`config.mk`:
```
export PLATFORM = sky130hd
export DESIGN_NAME = sram_arbiter
export DESIGN_NICKNAME = d
export VERILOG_FILES = /design/src/rtl/sram_arbiter.sv
export SDC_FILE = /design/constraint.sdc
export NUM_CORES = 1
export LEC_CHECK = 0
export CAP_MARGIN = 10
export CORE_UTILIZATION = 30
export DETAILED_ROUTE_END_ITERATION = 8
export GPL_TIMING_DRIVEN = 0
export PLACE_DENSITY = 0.71
export SYNTH_ARGS = -nofsm -noshare
export SYNTH_HDL_FRONTEND = slang
export SYNTH_SLANG_ARGS = --single-unit
```
`constraint.sdc`:
```
create_clock -name Clk -period 2.3 [get_ports Clk]
set_clock_uncertainty 0.05 [all_clocks]
set_input_delay 0.345 -clock Clk [delete_from_list [all_inputs] [get_ports Clk]]
set_output_delay 0.345 -clock Clk [all_outputs]
set_load 0.02 [all_outputs]
```
`src/rtl/sram_arbiter.sv`:
```
// -----------------------------------------------------------------------------
// sram_arbiter
//
// Two-port round-robin arbiter and access sequencer for the shared 16-bit
// asynchronous SRAM. Port 0 (cpu) serves the LC-3 datapath, port 1 (ldr) the
// memory loader / debug block. One requester is granted at a time. The block
// then runs a fixed-length read or write with the address and strobes held
// stable. It finishes with a one-cycle ack and registered read data.
//
// Ports:
//   Clk, Reset                  clock, synchronous active-high reset
//   cpu_req/we/addr/wdata       cpu request (held until cpu_ack)
//   cpu_rdata, cpu_ack          registered read data, one-cycle completion
//   ldr_*                       same set for the loader port
//   Mem_ADDR                    registered SRAM address
//   Mem_Dout, Mem_Dout_en       write data and tristate enable (1 = drive)
//   Mem_Din                     SRAM read bus
//   Mem_CE_n/OE_n/WE_n          active-low SRAM strobes (registered)
//   Mem_UB_n, Mem_LB_n          byte lanes, always enabled
//
// Access timing (req sampled at edge k in IDLE):
//   cycles k+1 .. k+ACC_CYCLES  ACCESS, OE_n or WE_n low
//   cycle  k+ACC_CYCLES+1       DONE, strobes high, CE_n low, ack high
// -----------------------------------------------------------------------------
module sram_arbiter #(
  parameter int ADDR_W     = 20,
  parameter int DATA_W     = 16,
  parameter int ACC_CYCLES = 3
) (
  input  logic              Clk,
  input  logic              Reset,
  input  logic              cpu_req,
  input  logic              cpu_we,
  input  logic [ADDR_W-1:0] cpu_addr,
  input  logic [DATA_W-1:0] cpu_wdata,
  output logic [DATA_W-1:0] cpu_rdata,
  output logic              cpu_ack,
  input  logic              ldr_req,
  input  logic              ldr_we,
  input  logic [ADDR_W-1:0] ldr_addr,
  input  logic [DATA_W-1:0] ldr_wdata,
  output logic [DATA_W-1:0] ldr_rdata,
  output logic              ldr_ack,
  output logic [ADDR_W-1:0] Mem_ADDR,
  output logic [DATA_W-1:0] Mem_Dout,
  output logic              Mem_Dout_en,
  input  logic [DATA_W-1:0] Mem_Din,
  output logic              Mem_CE_n,
  output logic              Mem_OE_n,
  output logic              Mem_WE_n,
  output logic              Mem_UB_n,
  output logic              Mem_LB_n
);

  if (ACC_CYCLES < 1 || ACC_CYCLES > 15) begin : g_bad_acc
    $error("sram_arbiter: ACC_CYCLES must be in 1..15");
  end

  localparam logic [3:0] CNT_LOAD = 4'(ACC_CYCLES - 1);

  typedef enum logic [1:0] {
    IDLE   = 2'd0,
    ACCESS = 2'd1,
    DONE   = 2'd2
  } state_t;

  state_t     state;
  logic [3:0] cnt;
  logic       gnt_ldr;   // port owning the current access (1 = ldr)
  logic       last_ldr;  // port granted most recently (1 = ldr)
  logic       lat_we;    // direction of the current access

  // Arbitration: a lone requester wins; on a tie the port that did not win
  // last time is chosen, so a port that keeps requesting alternates.
  logic              pick_ldr;
  logic              sel_we;
  logic [ADDR_W-1:0] sel_addr;
  logic [DATA_W-1:0] sel_wdata;

  always_comb begin
    pick_ldr  = ldr_req && (!cpu_req || !last_ldr);
    sel_we    = pick_ldr ? ldr_we    : cpu_we;
    sel_addr  = pick_ldr ? ldr_addr  : cpu_addr;
    sel_wdata = pick_ldr ? ldr_wdata : cpu_wdata;
  end

  // Byte lanes are never masked: every access is a full 16-bit word.
  assign Mem_UB_n = 1'b0;
  assign Mem_LB_n = 1'b0;

  // Mem_ADDR and Mem_Dout double as the latched request address and write
  // data: they are loaded once at grant and held through DONE so the SRAM
  // sees address/data hold past the rising edge of WE_n.
  always_ff @(posedge Clk) begin
    if (Reset) begin
      state       <= IDLE;
      cnt         <= 4'd0;
      gnt_ldr     <= 1'b0;
      last_ldr    <= 1'b1;
      lat_we      <= 1'b0;
      cpu_ack     <= 1'b0;
      ldr_ack     <= 1'b0;
      cpu_rdata   <= '0;
      ldr_rdata   <= '0;
      Mem_ADDR    <= '0;
      Mem_Dout    <= '0;
      Mem_Dout_en <= 1'b0;
      Mem_CE_n    <= 1'b1;
      Mem_OE_n    <= 1'b1;
      Mem_WE_n    <= 1'b1;
    end else begin
      cpu_ack <= 1'b0;
      ldr_ack <= 1'b0;

      case (state)
        // IDLE: strobes parked high; grant and launch the access on the
        // same edge that samples the request.
        IDLE: begin
          Mem_CE_n    <= 1'b1;
          Mem_OE_n    <= 1'b1;
          Mem_WE_n    <= 1'b1;
          Mem_Dout_en <= 1'b0;
          if (cpu_req || ldr_req) begin
            gnt_ldr     <= pick_ldr;
            last_ldr    <= pick_ldr;
            lat_we      <= sel_we;
            Mem_ADDR    <= sel_addr;
            Mem_Dout    <= sel_wdata;
            Mem_CE_n    <= 1'b0;
            Mem_OE_n    <= sel_we;
            Mem_WE_n    <= !sel_we;
            Mem_Dout_en <= sel_we;
            cnt         <= CNT_LOAD;
            state       <= ACCESS;
          end
        end

        // ACCESS: strobe held low for ACC_CYCLES cycles. On the last edge
        // OE_n is still low, so Mem_Din is valid and captured here.
        ACCESS: begin
          if (cnt == 4'd0) begin
            Mem_OE_n <= 1'b1;
            Mem_WE_n <= 1'b1;
            if (!lat_we) begin
              if (gnt_ldr) begin
                ldr_rdata <= Mem_Din;
              end else begin
                cpu_rdata <= Mem_Din;
              end
            end
            if (gnt_ldr) begin
              ldr_ack <= 1'b1;
            end else begin
              cpu_ack <= 1'b1;
            end
            state <= DONE;
          end else begin
            cnt <= cnt - 4'd1;
          end
        end

        // DONE: one hold cycle with CE_n low, address and write data still
        // driven; release the bus on the way back to IDLE.
        DONE: begin
          Mem_CE_n    <= 1'b1;
          Mem_Dout_en <= 1'b0;
          state       <= IDLE;
        end

        default: begin
          state <= IDLE;
        end
      endcase
    end
  end

endmodule

```
# ---- Word level (Yosys, flattened, before mapping)
# Index checks and enable logic that the tools add are counted.
dict set report totals {
  reg_bits 83
  inputBits 94
  out_inout_bits 76
  elab_cells 62
}
dict set report op_classes {
  n_mux 20
  addsub 1
  n_eq_ne 5
  reduce_logical 17
  bitwise_logic 4
}
# op n
set ops {}
lappend ops {{$mux W20} 1}
lappend ops {{$mux W16} 1}
lappend ops {{$mux W1} 8}
lappend ops {{$mux W4} 2}
lappend ops {{$pmux W1 S2} 4}
lappend ops {{$pmux W4 S2} 1}
lappend ops {{$reduce_and A4 Y1} 2}
lappend ops {{$ne A2 B2 Y1 const B} 3}
lappend ops {{$reduce_and A2 Y1} 3}
lappend ops {{$logic_not A4 Y1} 1}
lappend ops {{$mux W2} 2}
lappend ops {{$not A1 Y1} 4}
lappend ops {{$pmux W2 S2} 1}
lappend ops {{$reduce_bool A2 Y1} 2}
lappend ops {{$sub A4 B1 Y4 const B} 1}
lappend ops {{$logic_not A1 Y1} 3}
lappend ops {{$reduce_and A3 Y1} 1}
lappend ops {{$reduce_or A3 Y1} 1}
lappend ops {{$eq A2 B1 Y1 const B} 1}
lappend ops {{$eq A2 B2 Y1 const B} 1}
lappend ops {{$logic_not A2 Y1} 1}
lappend ops {{$logic_or A1 B1 Y1} 2}
lappend ops {{$logic_and A1 B1 Y1} 1}

# ---- Depth between registers and ports, before layout
dict set report depth {
  depth_word 7
  depth_mapped 7
  ltp_nobuf 5
}

# ---- Least setup slack after synthesis
# Ideal clock, no wire load.
dict set report synth_timing {
  path_kind {register -> register}
  from {reg cnt[0]}
  to {reg cpu_rdata[12]}
  t_required_ps 2180
  setup_time_ps 70
  arrival_time_ps 1545
  path_buffers 1
  path_stages_with_launch 7
  setup_slack_ps 635
  period_less_slack_ps 1665
  path_cell_list {dfxtp_1 -> inv_1 -> ha_1 -> nor3b_1 -> clkbuf_1 -> nand3_1 -> a21oi_1}
}
dict set report synth_between {
  elab_chain_len 2
}
# element line_no
set synth_rtl {}
lappend synth_rtl {{from (decl)} 68} ;# logic [3:0] cnt;
lappend synth_rtl {{from (signal assigned)} 158} ;# cnt <= cnt - 4'd1;
lappend synth_rtl {{$logic_not A4 Y1} 141} ;# if (cnt == 4'd0) begin
lappend synth_rtl {{$reduce_and A4 Y1 (no source line)} n/a}
lappend synth_rtl {{to (signal assigned)} 148} ;# cpu_rdata <= Mem_Din;
lappend synth_rtl {{to (decl)} 36} ;# output logic [DATA_W-1:0] cpu_rdata,
# Every way passes these cells.
# A chain may end at the register's enable or synchronous reset.

# ---- Worst setup path in the final report
dict set report layout_timing {
  from {reg cnt[0]}
  to {reg cpu_rdata[2]}
}
# Same word-level chain as after synthesis.

==> results.md <==
* Result of the run: complete, no violations
* Remaining antenna violation count after routing at 0
* Sequential share of the synthesized area at 48.4%
* Final GP Congestion at 0.828
* First-pass DRT Iterations at 5
* Largest vdd supply drop at 0.363 mV
* Y dimension of the die at between 100 and 150 um
* Number of DRC markers in iteration 0 at 146
* Clock tree from TritonCTS: yes
* Most numerous cell on the critical path: sky130_fd_sc_hd__clkbuf_1
* Via count of the first global-routing pass at ~3400
* Power density over cell area at 737 nW/um^2
* IO buf count at 167
* Number of buffers added for setup after CTS at 0
* Sw frac at between 30 and 40%
* Cell at the root of the clock tree: sky130_fd_sc_hd__clkbuf_16
* Overall fraction of global-route tracks in use at 18.1%
* First-pass GRT wire length at 16.5 mm
* Horizontal extent of the die at 109 um
* Cell Area, Synth at roughly 3400 sq um
* Dominant cell by count in the synthesized netlist: sky130_fd_sc_hd__dfxtp_1
* CTS Buf Count at 9
* Startpoint type of the worst setup path: register
* Top_reg_cell synth: sky130_fd_sc_hd__dfxtp_1
* Endpoints failing hold at 0
* Worst slew margin at 54.4%
* Via/cell ratio at approximately 5
* Maximum achievable frequency at 0.498 GHz
* Net load switching power at 1.25 mW
* Ant. Diodes at 0
* Syn avg cell area at 10.0 sq um
* Share of synthesized flip-flops with an asynchronous set or reset at 0%
* Clock sink count at 83
* Core area at 11000 sq um
* Comb power frac at 26.5%
* Setup Total Neg Slack at 0 ps
* Average wire per cell in the routed design at 15.7 um
* Total grt overflow at 0
* Final worst-path setup slack at 291 ps
* Tcrit/Tclk final at 87.4%
* Antenna violations before repair at 0
* Final Slew Violations at 0
* Slowest Stage Delay on Critical Path at roughly 400 ps
* Reg-to-reg setup timing slack at about 290 ps
* Die area at 11900 sq um
* Maximum number of pins on one net before global-route repair at 16
* Sum of routed wire length over all layers at 10.4 mm
* Clock latency on the worst-skew pair at approximately 330 ps
* Number of standard cells after synthesis at 342
* Final Total Pwr at between 4 and 5 mW
* Fraction of synthesized cell area taken by the top area cell type at 48.4%
* Cell with the largest stage delay on the worst path: sky130_fd_sc_hd__clkbuf_1
* Final core occ at about 51%
* Vias after detailed routing at ~3400
* Sequential fraction of design power at between 40% and 50%
* Area added between synthesis and finish at 62.3%
* Cell taking the most area after synthesis: sky130_fd_sc_hd__dfxtp_1
* Number of levels the H-tree was split into at 3
* Minimum period implied by the final worst setup slack at 2010 ps
* Proportion of power drawn by the clock network at approximately 33%
* Count of state elements after synthesis at 83
* Leakage dissipation at 1.98 nW
* Half-perimeter wire length after placement at between 7 and 8 mm
* Starting density of the core at 31.3%
* Total setup violations reported at the end of the flow at 0
* Post-synth EDFFs at 0
* Syn. warnings at 0
* Reg clk slew, reported paths at 60 ps
* Top Ports at between 150 and 200
* Most frequent cells after synthesis: sky130_fd_sc_hd__dfxtp_1, sky130_fd_sc_hd__a21oi_1, sky130_fd_sc_hd__mux2i_1, sky130_fd_sc_hd__o21ai_0, sky130_fd_sc_hd__nand3_1
* NumNets Final at 617
* Buffers from clock root to sink, at most at 2
* Pre-CTS setup slack at -31.9 ps
* RSZ-0062 raised after global routing: no
* Ordered list of cells on the worst path: inv_1 -> ha_1 -> or3b_1 -> clkbuf_1 -> clkbuf_1 -> o21ai_0 -> a21oi_1
* Internal Power at approximately 2.9 mW
* # rows at 38
* Worst EP arrival at 2210 ps
* Endpoint required time on the critical path at between 2000 and 3000 ps
* Synth cell types at between 40 and 50
* Endpoint kind of the worst setup timing path: register
* Number of design rule violations left after detail routing at 0
* Worst setup path class: reg -> reg
* Fraction of final layout cells with drive strength greater than 1 at ~8.6%
* Hold Path Class: reg -> reg
* Crit Path Max Fanout at 10
* Transition time at the pin with the least slew margin at 684 ps
* Max Cap Viol at 0
* Synth area leaders: sky130_fd_sc_hd__dfxtp_1, sky130_fd_sc_hd__mux2i_1, sky130_fd_sc_hd__o2bb2ai_1
==> per-stage QoR <==
step / area [sq um] / std cells / hold WS (ps)
finish: 5580 / 666 / 419
global route: 5580 / 666 / 436
CTS: 5570 / 666 / 420
detailed placement: 5290 / 650 / 396
global placement: 5290 / 650 / 394
floorplan: 3440 / 343 / 412
==> power groups by stage <==
stage               logic, mW  clock network, mW  registers (mW)
CTS                      1.09               1.42            1.65
finish                   1.09               1.37            1.65
global placement         1.07                  0            1.67
floorplan               0.430                  0            1.80
global route             1.17               1.48            1.66
detailed placement       1.08                  0            1.67
==> cell type report <==
type                    count  area, sq um
inverters                   3         11.3
well taps                 140          175
multi-input cells         223         1600
clock inverters             6         46.3
repair buffers            167         1670
flip-flops and latches     83         1660
fillers                  1057         5410
clock buffers              10          239
plain buffers              34          170
==> layout by cell type (no fill, tap or decap), types with 9 or more instances in the layout <==
cell and n:
sky130_fd_sc_hd__clkbuf_1 17, sky130_fd_sc_hd__a21oi_1 37, sky130_fd_sc_hd__o2bb2ai_1 27, sky130_fd_sc_hd__clkbuf_16 9
sky130_fd_sc_hd__clkdlybuf4s50_1 167, sky130_fd_sc_hd__buf_2 10, sky130_fd_sc_hd__o21ai_0 36, sky130_fd_sc_hd__mux2i_1 37
sky130_fd_sc_hd__dfxtp_1 83, sky130_fd_sc_hd__o2bb2ai_2 10, sky130_fd_sc_hd__nand3_1 33
==> kinds of logic after synthesis <==
family                   count (synthesis)  share of synthesized area (%)
AO/OA/AOI/OAI                          121                           24.5
flip-flops                              83                           48.4
AND/OR/NAND/NOR                         61                           10.2
buffers and inverters                   37                           5.28
multiplexers                            37                           10.8
adder cells (fa/ha/maj)                  2                          0.728
other                                    1                          0.109
==> flip-flops by register name (all words and copies together) (netlist names), 2 cells and up <==
| name | cells |
|---|---|
| Mem_ADDR | 20 |
| Mem_Dout | 16 |
| cnt | 4 |
| cpu_rdata | 16 |
| ldr_rdata | 16 |
| state | 2 |
==> critical path, delay by kind of cell, from the launching register on <==
kind	cells	cell delay, ps
compound gates	2	330
fa+ha+maj	1	210
buf+inv	3	810
flops	1	340
simple gates	1	170
==> what timing repair did <==
action,CTS,global route
hold buffers,0,0
resized for setup,0,1
endpoints found under the setup margin,0,9
==> final timing paths <==
check	end	depth (start not counted)	startpoint
worst max-delay path	cpu_rdata[2]$_SDFFE_PP0P_	7	cnt[0]$_SDFFE_PP0P_
worst min-delay path	Mem_ADDR[6]$_SDFFE_PP0P_	1	Mem_ADDR[6]$_SDFFE_PP0P_
worst max register to register	cpu_rdata[2]$_SDFFE_PP0P_	7	cnt[0]$_SDFFE_PP0P_
worst min register to register	Mem_ADDR[6]$_SDFFE_PP0P_	1	Mem_ADDR[6]$_SDFFE_PP0P_
==> layer usage <==
metal	track usage (%)	wire length, um	vias up
li1	-	-	1622
met1	20.9	4430	1579
met2	30.7	4920	143
met3	6.10	895	16
met4	6.76	202	0
met5	0	0	-
No activity file was read; power rests on OpenSTA's default activity.
